## src/rtl/alu_pkg.sv

```systemverilog
// Shared ALU definitions: operand width, shift-amount width and the
// sequential shifter FSM state encoding.
package alu_pkg;

  localparam int ALU_WIDTH   = 32;
  localparam int ALU_SHAMT_W = 5;

  typedef enum logic [1:0] {
    IDLE  = 2'd0,
    SHIFT = 2'd1,
    DONE  = 2'd2
  } sll_state_t;

endpackage

```

## src/rtl/shift_left_step.sv

```systemverilog
// One combinational step of the sequential SLL: shifts acc by min(STEP, rem).
// With SLL_CARRY_OUT_EN defined it also reports the last bit shifted out.
module shift_left_step
  import alu_pkg::*;
#(
  parameter int STEP = 1
) (
  input  logic [ALU_WIDTH-1:0]   acc,
  input  logic [ALU_SHAMT_W-1:0] rem,
`ifdef SLL_CARRY_OUT_EN
  output logic                   out_bit,
`endif
  output logic [ALU_WIDTH-1:0]   next_acc,
  output logic [ALU_SHAMT_W-1:0] next_rem
);

  // One extra bit so STEP=WIDTH is representable.
  localparam logic [ALU_SHAMT_W:0] STEP_AMT = STEP[ALU_SHAMT_W:0];

  logic [ALU_SHAMT_W:0] amt;

  always_comb begin
    amt = {1'b0, rem};
    if (amt > STEP_AMT) begin
      amt = STEP_AMT;
    end
  end

  assign next_acc = acc << amt;
  assign next_rem = rem - amt[ALU_SHAMT_W-1:0];

`ifdef SLL_CARRY_OUT_EN
  // The last bit out is the lowest of those leaving: acc[WIDTH-amt].
  logic [ALU_SHAMT_W-1:0] out_idx;
  assign out_idx = '0 - amt[ALU_SHAMT_W-1:0];
  assign out_bit = (amt == '0) ? 1'b0 : acc[out_idx];
`endif

endmodule

```

## src/rtl/shift_left_logical_seq.sv

```systemverilog
// Multi-cycle 32-bit logical left shifter, STEP bits per cycle, start/busy/done.
// Define SLL_CARRY_OUT_EN to add carry-out port C (last bit shifted out).
module shift_left_logical_seq
  import alu_pkg::*;
#(
  parameter int WIDTH = ALU_WIDTH,
  parameter int STEP  = 1
) (
  input  logic             clk,
  input  logic             rst,
  input  logic             start,
  input  logic [WIDTH-1:0] X,
  input  logic [WIDTH-1:0] Y,
  output logic             busy,
  output logic             done,
`ifdef SLL_CARRY_OUT_EN
  output logic             C,
`endif
  output logic [WIDTH-1:0] Z
);

  sll_state_t             state;
  logic [WIDTH-1:0]       acc;
  logic [ALU_SHAMT_W-1:0] rem;
  logic [WIDTH-1:0]       next_acc;
  logic [ALU_SHAMT_W-1:0] next_rem;
  logic                   oor;

  // Any bit above the 5-bit shift count means the result is all zero.
  assign oor = |Y[WIDTH-1:ALU_SHAMT_W];

`ifdef SLL_CARRY_OUT_EN
  logic carry;
  logic step_out;
`endif

  shift_left_step #(
    .STEP(STEP)
  ) u_step (
    .acc     (acc),
    .rem     (rem),
`ifdef SLL_CARRY_OUT_EN
    .out_bit (step_out),
`endif
    .next_acc(next_acc),
    .next_rem(next_rem)
  );

  always_ff @(posedge clk) begin
    if (rst) begin
      state <= IDLE;
      acc   <= '0;
      rem   <= '0;
      busy  <= 1'b0;
      done  <= 1'b0;
      Z     <= '0;
`ifdef SLL_CARRY_OUT_EN
      carry <= 1'b0;
      C     <= 1'b0;
`endif
    end else begin
      case (state)
        IDLE: begin
          done <= 1'b0;
          if (start) begin
            busy <= 1'b1;
            rem  <= Y[ALU_SHAMT_W-1:0];
`ifdef SLL_CARRY_OUT_EN
            carry <= 1'b0;
`endif
            if (oor) begin
              acc   <= '0;
              state <= DONE;
            end else begin
              acc   <= X;
              state <= (Y[ALU_SHAMT_W-1:0] == '0) ? DONE : SHIFT;
            end
          end
        end
        SHIFT: begin
          acc <= next_acc;
          rem <= next_rem;
`ifdef SLL_CARRY_OUT_EN
          carry <= step_out;
`endif
          if (next_rem == '0) begin
            state <= DONE;
          end
        end
        DONE: begin
          Z     <= acc;
`ifdef SLL_CARRY_OUT_EN
          C     <= carry;
`endif
          done  <= 1'b1;
          busy  <= 1'b0;
          state <= IDLE;
        end
        default: begin
          state <= IDLE;
        end
      endcase
    end
  end

endmodule
```

## config.mk

```make
export PLATFORM = sky130hd
export DESIGN_NAME = shift_left_logical_seq
export DESIGN_NICKNAME = d
export VERILOG_FILES = /design/src/rtl/alu_pkg.sv /design/src/rtl/shift_left_step.sv /design/src/rtl/shift_left_logical_seq.sv
export SDC_FILE = /design/constraint.sdc
export NUM_CORES = 1
export LEC_CHECK = 0
export BUFFER_PORTS_ARGS = -buffer_cell sky130_fd_sc_hd__buf_2
export CAP_MARGIN = 30
export CORE_MARGIN = 4
export CORE_UTILIZATION = 31
export DETAILED_ROUTE_END_ITERATION = 7
export PLACE_DENSITY = 0.61
export SYNTH_ARGS = -nofsm -noshare
export SYNTH_HDL_FRONTEND = slang
export SYNTH_HIERARCHICAL = 1
export SYNTH_SLANG_ARGS = --single-unit
```

## constraint.sdc

```tcl
create_clock -name clk -period 2.24 [get_ports clk]
set_clock_uncertainty 0.2 [all_clocks]
set_input_delay 0.224 -clock clk [delete_from_list [all_inputs] [get_ports clk]]
set_output_delay 0.224 -clock clk [all_outputs]
set_load 0.01 [all_outputs]
```

### Word-level counts from Yosys, hierarchy flattened

Cells that the tools add are included.

* latch bits: 0
* ROM bits: 0
* bits in registers: 73
* input port bits: 67
* RAM bits: 0
* memories: 0
* logic and storage cells: 36

* add/sub/neg operators: 1
* reduce and logical (&&, ||, !) cells: 9
* multipliers: 0
* divide/modulo/power cells: 0
* shift-type cells: 1
* bitwise gates (word level): 0
* mux-type cells: 14
* equal/unequal tests: 4
* $lt $le $gt $ge: 1

Operators with widths (count)
* 32-bit two-way mux: 2
* 32-bit case mux with 2 select lines: 1
* 32-bit by 5-bit left shift with 32-bit output: 1
* 27-bit OR reduction: 1
* 5-bit logical NOT: 2
* 5-bit two-way mux: 2
* 5-bit case mux with 2 select lines: 1
* 2-bit two-way mux: 4
* 2-bit AND reduction: 3
* 5-bit by 1-bit > comparator with 1-bit output, second input constant: 1
* 5-bit subtractor: 1
* 2-bit inequality test, second input constant: 2
* 1-bit case mux with 2 select lines: 2
* 2-bit case mux with 2 select lines: 1
* 2-bit nonzero test: 2
* 2-bit by 1-bit equality test with 1-bit output, second input constant: 1
* 2-bit equality test, second input constant: 1
* 2-bit logical NOT: 1
* 1-bit two-way mux: 1

### Logic depth before layout (Yosys ltp)

Gate-level depths: netlist of run 1.

* word-level depth: 6
* depth in mapped cells: 10
* gate-level depth less buffers: 10

### By module

The synthesis of run 1 kept the hierarchy.

By module, submodules not included
* shift_left_logical_seq: seq. area each 1461.4 um^2, cells an instance 349, area each 3195.6 um^2, times used 1
* shift_left_step: seq. area each 0.0 um^2, cells an instance 50, area each 625.6 um^2, times used 1

### Worst setup path after synthesis of run 1

No wires, ideal clock.

* path type: flip-flop to flip-flop
* from: register rem[1]
* to: register state[1]
* buffers on the path: 0
* data arrival time: 1.963 ns
* stages on the path, launching flop included: 10
* setup time: 0.059 ns
* slack: 0.018 ns
* data required time: 1.981 ns
* cell sequence: dfxtp_1 -> nor4_2 -> nor2_1 -> inv_1 -> ha_1 -> nor2_1 -> xor2_1 -> or4_1 -> o21ai_0 -> o311a_1

* longest elaborated chain between the ends: 6

Ends and longest elaborated chain
* start, declared: line shift_left_logical_seq.sv:24 `logic [ALU_SHAMT_W-1:0] rem;`
* start signal, assigned: line shift_left_logical_seq.sv:67 `rem <= Y[ALU_SHAMT_W-1:0];`
* start signal, assigned: line shift_left_logical_seq.sv:82 `rem <= next_rem;`
* 5-bit by 1-bit > comparator with 1-bit output: line shift_left_step.sv:24 `if (amt > STEP_AMT) begin`
* 5-bit two-way mux: line shift_left_step.sv:24
* 5-bit subtractor: line shift_left_step.sv:30 `assign next_rem = rem - amt[ALU_SHAMT_W-1:0];`
* via next_rem[0]: line shift_left_logical_seq.sv:26 `logic [ALU_SHAMT_W-1:0] next_rem;`
* 5-bit logical NOT: line shift_left_logical_seq.sv:86 `if (next_rem == '0) begin`
* 2-bit inequality test (no line)
* 2-bit AND reduction (no line)
* end signal, assigned: line shift_left_logical_seq.sv:76 `state <= (Y[ALU_SHAMT_W-1:0] == '0) ? DONE : SHIFT;`
* end, declared: line shift_left_logical_seq.sv:22 `sll_state_t state;`

The timed path passes the listed nets, and every way through them passes these cells.
A chain may end at the register's enable or synchronous reset.

### Worst setup path in the final report of run 1

* from: register rem[1]
* to: register state[0]

The elaborated chain is that of the path after synthesis.

==> impl_metrics.ini, run 1 <==
[yosys]
synth_xor_xnor_area_share_pct = 0.4584
synth.area.top_cells = dfxtp_1 38%, mux2_4 11%, o22ai_2 9.8%
synth.most_common_cell = dfxtp_1
synth-seq-cells = 73
synth_top_cell_by_area = dfxtp_1
syn_area_um2 = 3821
ys_seq_area_share_pct = 38.24
yosys.area_share.simple_pct = 18.47
yosysUniqueCellTypes = 34
synth_ff_type = dfxtp_1
synthMuxAreaShare_pct = 13.03
syn_avg_cell_area_um2 = 9.577
synth_cells = 399
synth-edff-count = 0
async_flop_share_pct = 0
synth_compound_area_share_pct = 22.53
yosysTopAreaCellShare_pct = 38.24
synth_top_family_by_area = compound AO/OA/AOI/OAI gates
yosys-top-cells-count = 73 x dfxtp_1, 67 x nand2_1, 37 x a21oi_1
synth_fp_nets = 467
synth_fa_ha_area_share_pct = 0.3274
yosys_warnings = 6

[sta]
final_max_slew_viol_count = 0
slew_headroom_pct = 55.65
setup_viol = 0
max_freq_mhz = 458.4
period_needed_ps = 2181
tightestPinTransition_ps = 665.3
rsz0062_at_grt = yes
finalHoldViolCount = 0
period_share_pct = 97.39

[placement]
portBuffers = 100
gp_congestion = 0.7835
hpwl_mm = 6.701
place_inst = 648

[cells_and_area]
syn2layout_area_growth_pct = 34.81
final_net_count = 591
final_cells = 696
antennaDiodeCount = 0
fin_util_pct = 42.71
layout-drive-gt1-share_pct = 40.34

[critical_path]
cp.arrival_ps = 2180
crit_type = flip-flop to flip-flop
cp_top_family = simple AND/OR/NAND/NOR gates
slowest_delay_ps = 490
cp_max_fo = 2
critPathLaunchType = flip-flop
endpoint_kind = flip-flop
crit_chain = nor4_4 > nor2_2 > inv_2 > ha_4 > nor2_2 > xor2_1 > or4_4 > o21ai_2 > o22ai_1
crit_buf_inv = 1
crit_slowest_cell = or4_4
timing.critical_path.required_ps = 2240
worst_path_most_repeated_cell = nor2_2

[global_route]
overflow = 0
track_usage_pct = 13.85
grt_pass1_wl_mm = 16.25
grt_antenna_before_repair = 0
grt_max_degree = 51
grt_pass1_vias = 3380

[drt]
wl_per_cell_um = 13.69
via_count = 3275
via_per_inst = 4.705
wirelength_mm = 9.530
firstDrtPassIters = 4
ant_nets = 0
drtIter0Drc = 186
drc_errors = 0

[clock_tree]
cts-root-buf = clkbuf_16
clk_path_buf_depth = 2
cts_buffers = 9
cts_tree = built
htreeDepth = 3
cts_sinks = 73
clk_latency_ps = 330
path_clk_slew_ps = 60

[job]
maxCapViolCount = 0

[power]
vdd_drop_max_mv = 0.3405
power_density_nw_per_um2 = 641.5
power.leakage_nw = 2.016

[die]
ioPinCount = 101
core_um2 = 12060
start_util_pct = 31.68
die_w_um = 119.0
rows = 40
die_h_um = 119.0
die_area_um2 = 14170

[hold_path]
min_path_type = primary input to flip-flop

[outcome]
outcome = complete, no violations
## power breakdown
group / internal (mW) / switching, mW / leakage, nW
registers: 1.31 / 0.0119 / 0.591
logic: 0.218 / 0.217 / 1.27
clock network: 1.00 / 0.542 / 0.159
total: 2.53 / 0.771 / 2.02
## flip-flops by register name, indices dropped and copies added, names as in the netlist
register	cells
done	1
state	2
rem	5
Z	32
busy	1
acc	32
## what timing repair did
item | 4_1_cts | 5_1_grt
gates resized for setup | 8 | 5
endpoints found under the setup margin | 2 | 2
buffers inserted | 2 | 0
endpoints found under the hold margin | 30 | 0
gates cloned | 0 | 0
pin swaps | 7 | 3
hold buffers | 30 | 0
## kinds of logic after synthesis
logic type,count (synthesis)
adder cells (fa/ha/maj),1
buffers and inverters,40
multiplexers,35
XOR/XNOR,2
flip-flops,73
AND/OR/NAND/NOR,140
AO/OA/AOI/OAI,108
## cells in the final DEF (no fill, tap or decap), drive strengths merged, types with 2 or more instances in the layout
| cell | n |
|---|---|
| a211oi | 4 |
| a21oi | 37 |
| a22oi | 31 |
| buf | 118 |
| bufinv | 2 |
| clkbuf | 11 |
| clkinv | 3 |
| dfxtp | 73 |
| dlygate4sd3 | 30 |
| inv | 5 |
| mux2 | 31 |
| mux2i | 4 |
| nand2 | 67 |
| nand2b | 32 |
| nor2 | 14 |
| nor2b | 3 |
| nor3 | 3 |
| nor4 | 8 |
| o21ai | 3 |
| o22ai | 32 |
| or2 | 2 |
| or3 | 3 |
| or4 | 3 |
| xor2 | 2 |
## per-layer routing
metal	up-vias	wire [um]	track usage, %
met2	80	4448	22.71
met4	0	145	6.010
met5	-	0	0
met1	1520	4469	17.71
li1	1665	-	-
met3	10	466	2.612
## worst register-to-register path, stage by stage, from the launching register on
cell,delay [ps]
dfxtp_2,330
nor4_4,290
nor2_2,80
inv_2,70
ha_4,140
nor2_2,40
xor2_1,150
or4_4,490
o21ai_2,150
o22ai_1,110
## through the flow
stage          TNS (ps)  cell area (um2)  setup WS [ps]  hold slack, ps  total power, mW
2_1_floorplan         0             3821          17.81           188.7            1.596
6_report              0             5151          58.54           26.42            3.304
3_3_place_gp     -6.577             4471         -6.577           240.3            1.706
4_1_cts          -37.29             5142         -19.40           4.947            3.344
5_1_grt          -35.56             5151         -17.96           26.83            3.434
3_5_place_dp     -332.5             4471         -173.3           244.6            1.714
## cell type report
| cell class | count | area, um2 |
|---|---|---|
| sequential | 73 | 1465 |
| timing repair buffer | 148 | 988.4 |
| inverter | 5 | 18.77 |
| clock inverter | 5 | 78.83 |
| tap | 168 | 210.2 |
| clock buffer | 11 | 242.7 |
| fill | 1196 | 6910 |
| multi-input combinational | 286 | 2147 |
## worst paths after layout
| check | start | to | slack [ps] | cells after the start |
|---|---|---|---|---|
| worst max-delay path | rem[1] | state[0] | 60 | 9 |
| worst min-delay path | X[1] | acc[1] | 30 | 3 |
| worst max register to register | rem[1] | state[0] | 60 | 9 |
| worst min register to register | Z[16] | Z[16] | 250 | 2 |
(Power assumes the default switching activity.)
==> run 2, diff against run 1 <==
Settings changed: PLACE_DENSITY 0.61 to 0.62, SYNTH_HIERARCHICAL 1 to default.
==> run 2 against run 1 <==
Net effect:
- sequential share of layout area rose by 6.1 points
- count of clock-buffer cells in the layout down 1
- global-route usage grew 0.66 points
- flip-flop and latch count did not move
- critical path type unchanged
- critical endpoint is now state[1]
- largest cell class unchanged
- design area fell by 18%
- setup slack better by 160 ps
==> impl_metrics.ini, run 2 <==
[global_route]
grt_max_degree = 43
grt_pass1_vias = 3195
overflow = 0
track_usage_pct = 14.51
grt_pass1_wl_mm = 15.32
grt_antenna_before_repair = 0

[critical_path]
worst_path_most_repeated_cell = nor2_1
ff2ff_path_depth = 7
rr_startpoint = rem[3]
r2r-end = state[1]
r2r_slack_ps = 220
cp_top_family = simple AND/OR/NAND/NOR gates
cp_max_fo = 5
endpoint_kind = flip-flop
crit_type = flip-flop to flip-flop
crit_slowest_cell = dfxtp_1
slowest_delay_ps = 470
crit_chain = nor2_1 > a21o_1 > ha_1 > nor2_1 > xnor2_1 > and4b_1 > o221a_1
cp.arrival_ps = 2040
critPathLaunchType = flip-flop
crit_buf_inv = 0
timing.critical_path.required_ps = 2270

[yosys]
synth_cells = 398
synth-edff-count = 0
yosysTopAreaCellShare_pct = 43.37
yosys_warnings = 0
synth_ff_type = dfxtp_1
yosys-top-cells-count = 73 x dfxtp_1, 71 x nand2_1, 58 x nor2_1
syn_area_um2 = 3369
synth.most_common_cell = dfxtp_1
async_flop_share_pct = 0
synth_fp_nets = 466
syn_avg_cell_area_um2 = 8.466
yosysUniqueCellTypes = 44
synth.area.top_cells = dfxtp_1 43%, nand2_1 7.9%, a2bb2oi_1 7.5%
ys_seq_area_share_pct = 43.37
synth_top_cell_by_area = dfxtp_1
synth-seq-cells = 73

[drt]
drtIter0Drc = 210
via_count = 3104
wirelength_mm = 8.961
ant_nets = 0
wl_per_cell_um = 14.13
firstDrtPassIters = 4
via_per_inst = 4.896
drc_errors = 0

[die]
die_area_um2 = 12600
die_h_um = 112.3
rows = 37
die_w_um = 112.3
start_util_pct = 32.21
ioPinCount = 101
core_um2 = 10460

[cells_and_area]
final_area_um2 = 4240
antennaDiodeCount = 0
syn2layout_area_growth_pct = 25.84
layout-drive-gt1-share_pct = 33.33
final_cell_mix = 100 x buf_2, 72 x dfxtp_1, 71 x nand2_1
final_net_count = 561
fin_util_pct = 40.53
largest_registers = Z: 32 flops, acc: 32 flops, rem: 5 flops
layout_commonest_cell = buf_2
final_cells = 634

[placement]
portBuffers = 100
place_area_um2 = 3971
place_inst = 614
gp_congestion = 0.7972
hpwl_mm = 6.370

[clock_tree]
htreeDepth = 3
ctsResizeCount = 0
post-cts-setup-buffer-count = 0
clk_latency_ps = 330
cts_buffers = 9
holdBufCountCts = 4
cts_tree = built
cts_sinks = 73
cts-root-buf = clkbuf_8
path_clk_slew_ps = 80
clk_path_buf_depth = 2

[power]
power_density_nw_per_um2 = 695.9
power.leakage_nw = 1.788
vdd_drop_max_mv = 0.3212

[sta]
final_max_slew_viol_count = 0
period_needed_ps = 2017
max_freq_mhz = 495.8
fin_tns_setup_ps = 0
rsz0062_at_grt = no
finalHoldViolCount = 0
setup_viol = 0
slew_headroom_pct = 68.40
period_share_pct = 90.05
timing.hold.ws_ps = 33.37
tightestPinTransition_ps = 474.0

[hold_path]
min_from = Y[27]
min_path_type = primary input to flip-flop
min_to = state[0]
whs_path_depth = 4

[outcome]
outcome = complete, no violations

[job]
maxCapViolCount = 0
-- run 2: cell count changes in the layout (fill, tap and decap cells not counted), sizes merged, moves of 5 or more --
cell and delta:
nor2 +56, a22oi -31, mux2 -31, nand2b -30, a2bb2oi +29, dlygate4sd3 -26, buf -5
-- run 2: cell type report --
type                            count  area, um2
Clock buffer                       10      137.6
Multi-Input combinational cell    289       1704
Tap cell                          136      170.2
Inverter                            3      11.26
Timing Repair Buffer              117      663.1
Fill cell                        1113       6222
Clock inverter                      6      91.34
Sequential cell                    73       1463
-- run 2: cells by family (layout without fill, tap and decap cells) --
family	count (synthesis)	after routing	synth area share, %
AO/OA/AOI/OAI	115	115	25.44
XOR/XNOR	3	3	0.7799
adder cells (fa/ha/maj)	1	1	0.3713
flip-flops	73	73	43.37
buffers and inverters	36	136	6.350
AND/OR/NAND/NOR	170	170	23.69
-- run 2: tightest hold or removal path, cell delays in order --
cell	delay (ps)
buf_2	90
nor3_1	40
nand4_1	100
o32ai_1	70
-- run 2: layer usage --
metal	wire length, um	track usage [%]
met1	4049	18.16
met2	4263	24.51
met3	582	4.367
met4	65	3.526
met5	0	0
-- run 2: worst max-delay path by stage --
stage | startpoint | endpoint | cells past startpoint
5_1_grt | rem[3] | state[1] | 7
4_1_cts | rem[3] | state[1] | 7
3_5_place_dp | rem[3] | state[1] | 7
3_3_place_gp | rem[3] | state[1] | 7
2_1_floorplan | rem[3] | state[1] | 7
6_report | rem[3] | state[1] | 7
-- run 2: through the flow --
stage	setup slack [ps]	power, mW
6_report	222.9	2.951
2_1_floorplan	386.8	1.689
5_1_grt	95.91	3.111
3_5_place_dp	238.4	1.820
4_1_cts	226.0	3.002
3_3_place_gp	319.2	1.809
-- run 2: power breakdown --
part | internal [mW] | switching, mW | leakage, nW
registers | 1.35 | 0.0473 | 0.595
logic | 0.187 | 0.209 | 1.08
clock network | 0.662 | 0.497 | 0.116
total | 2.20 | 0.753 | 1.79
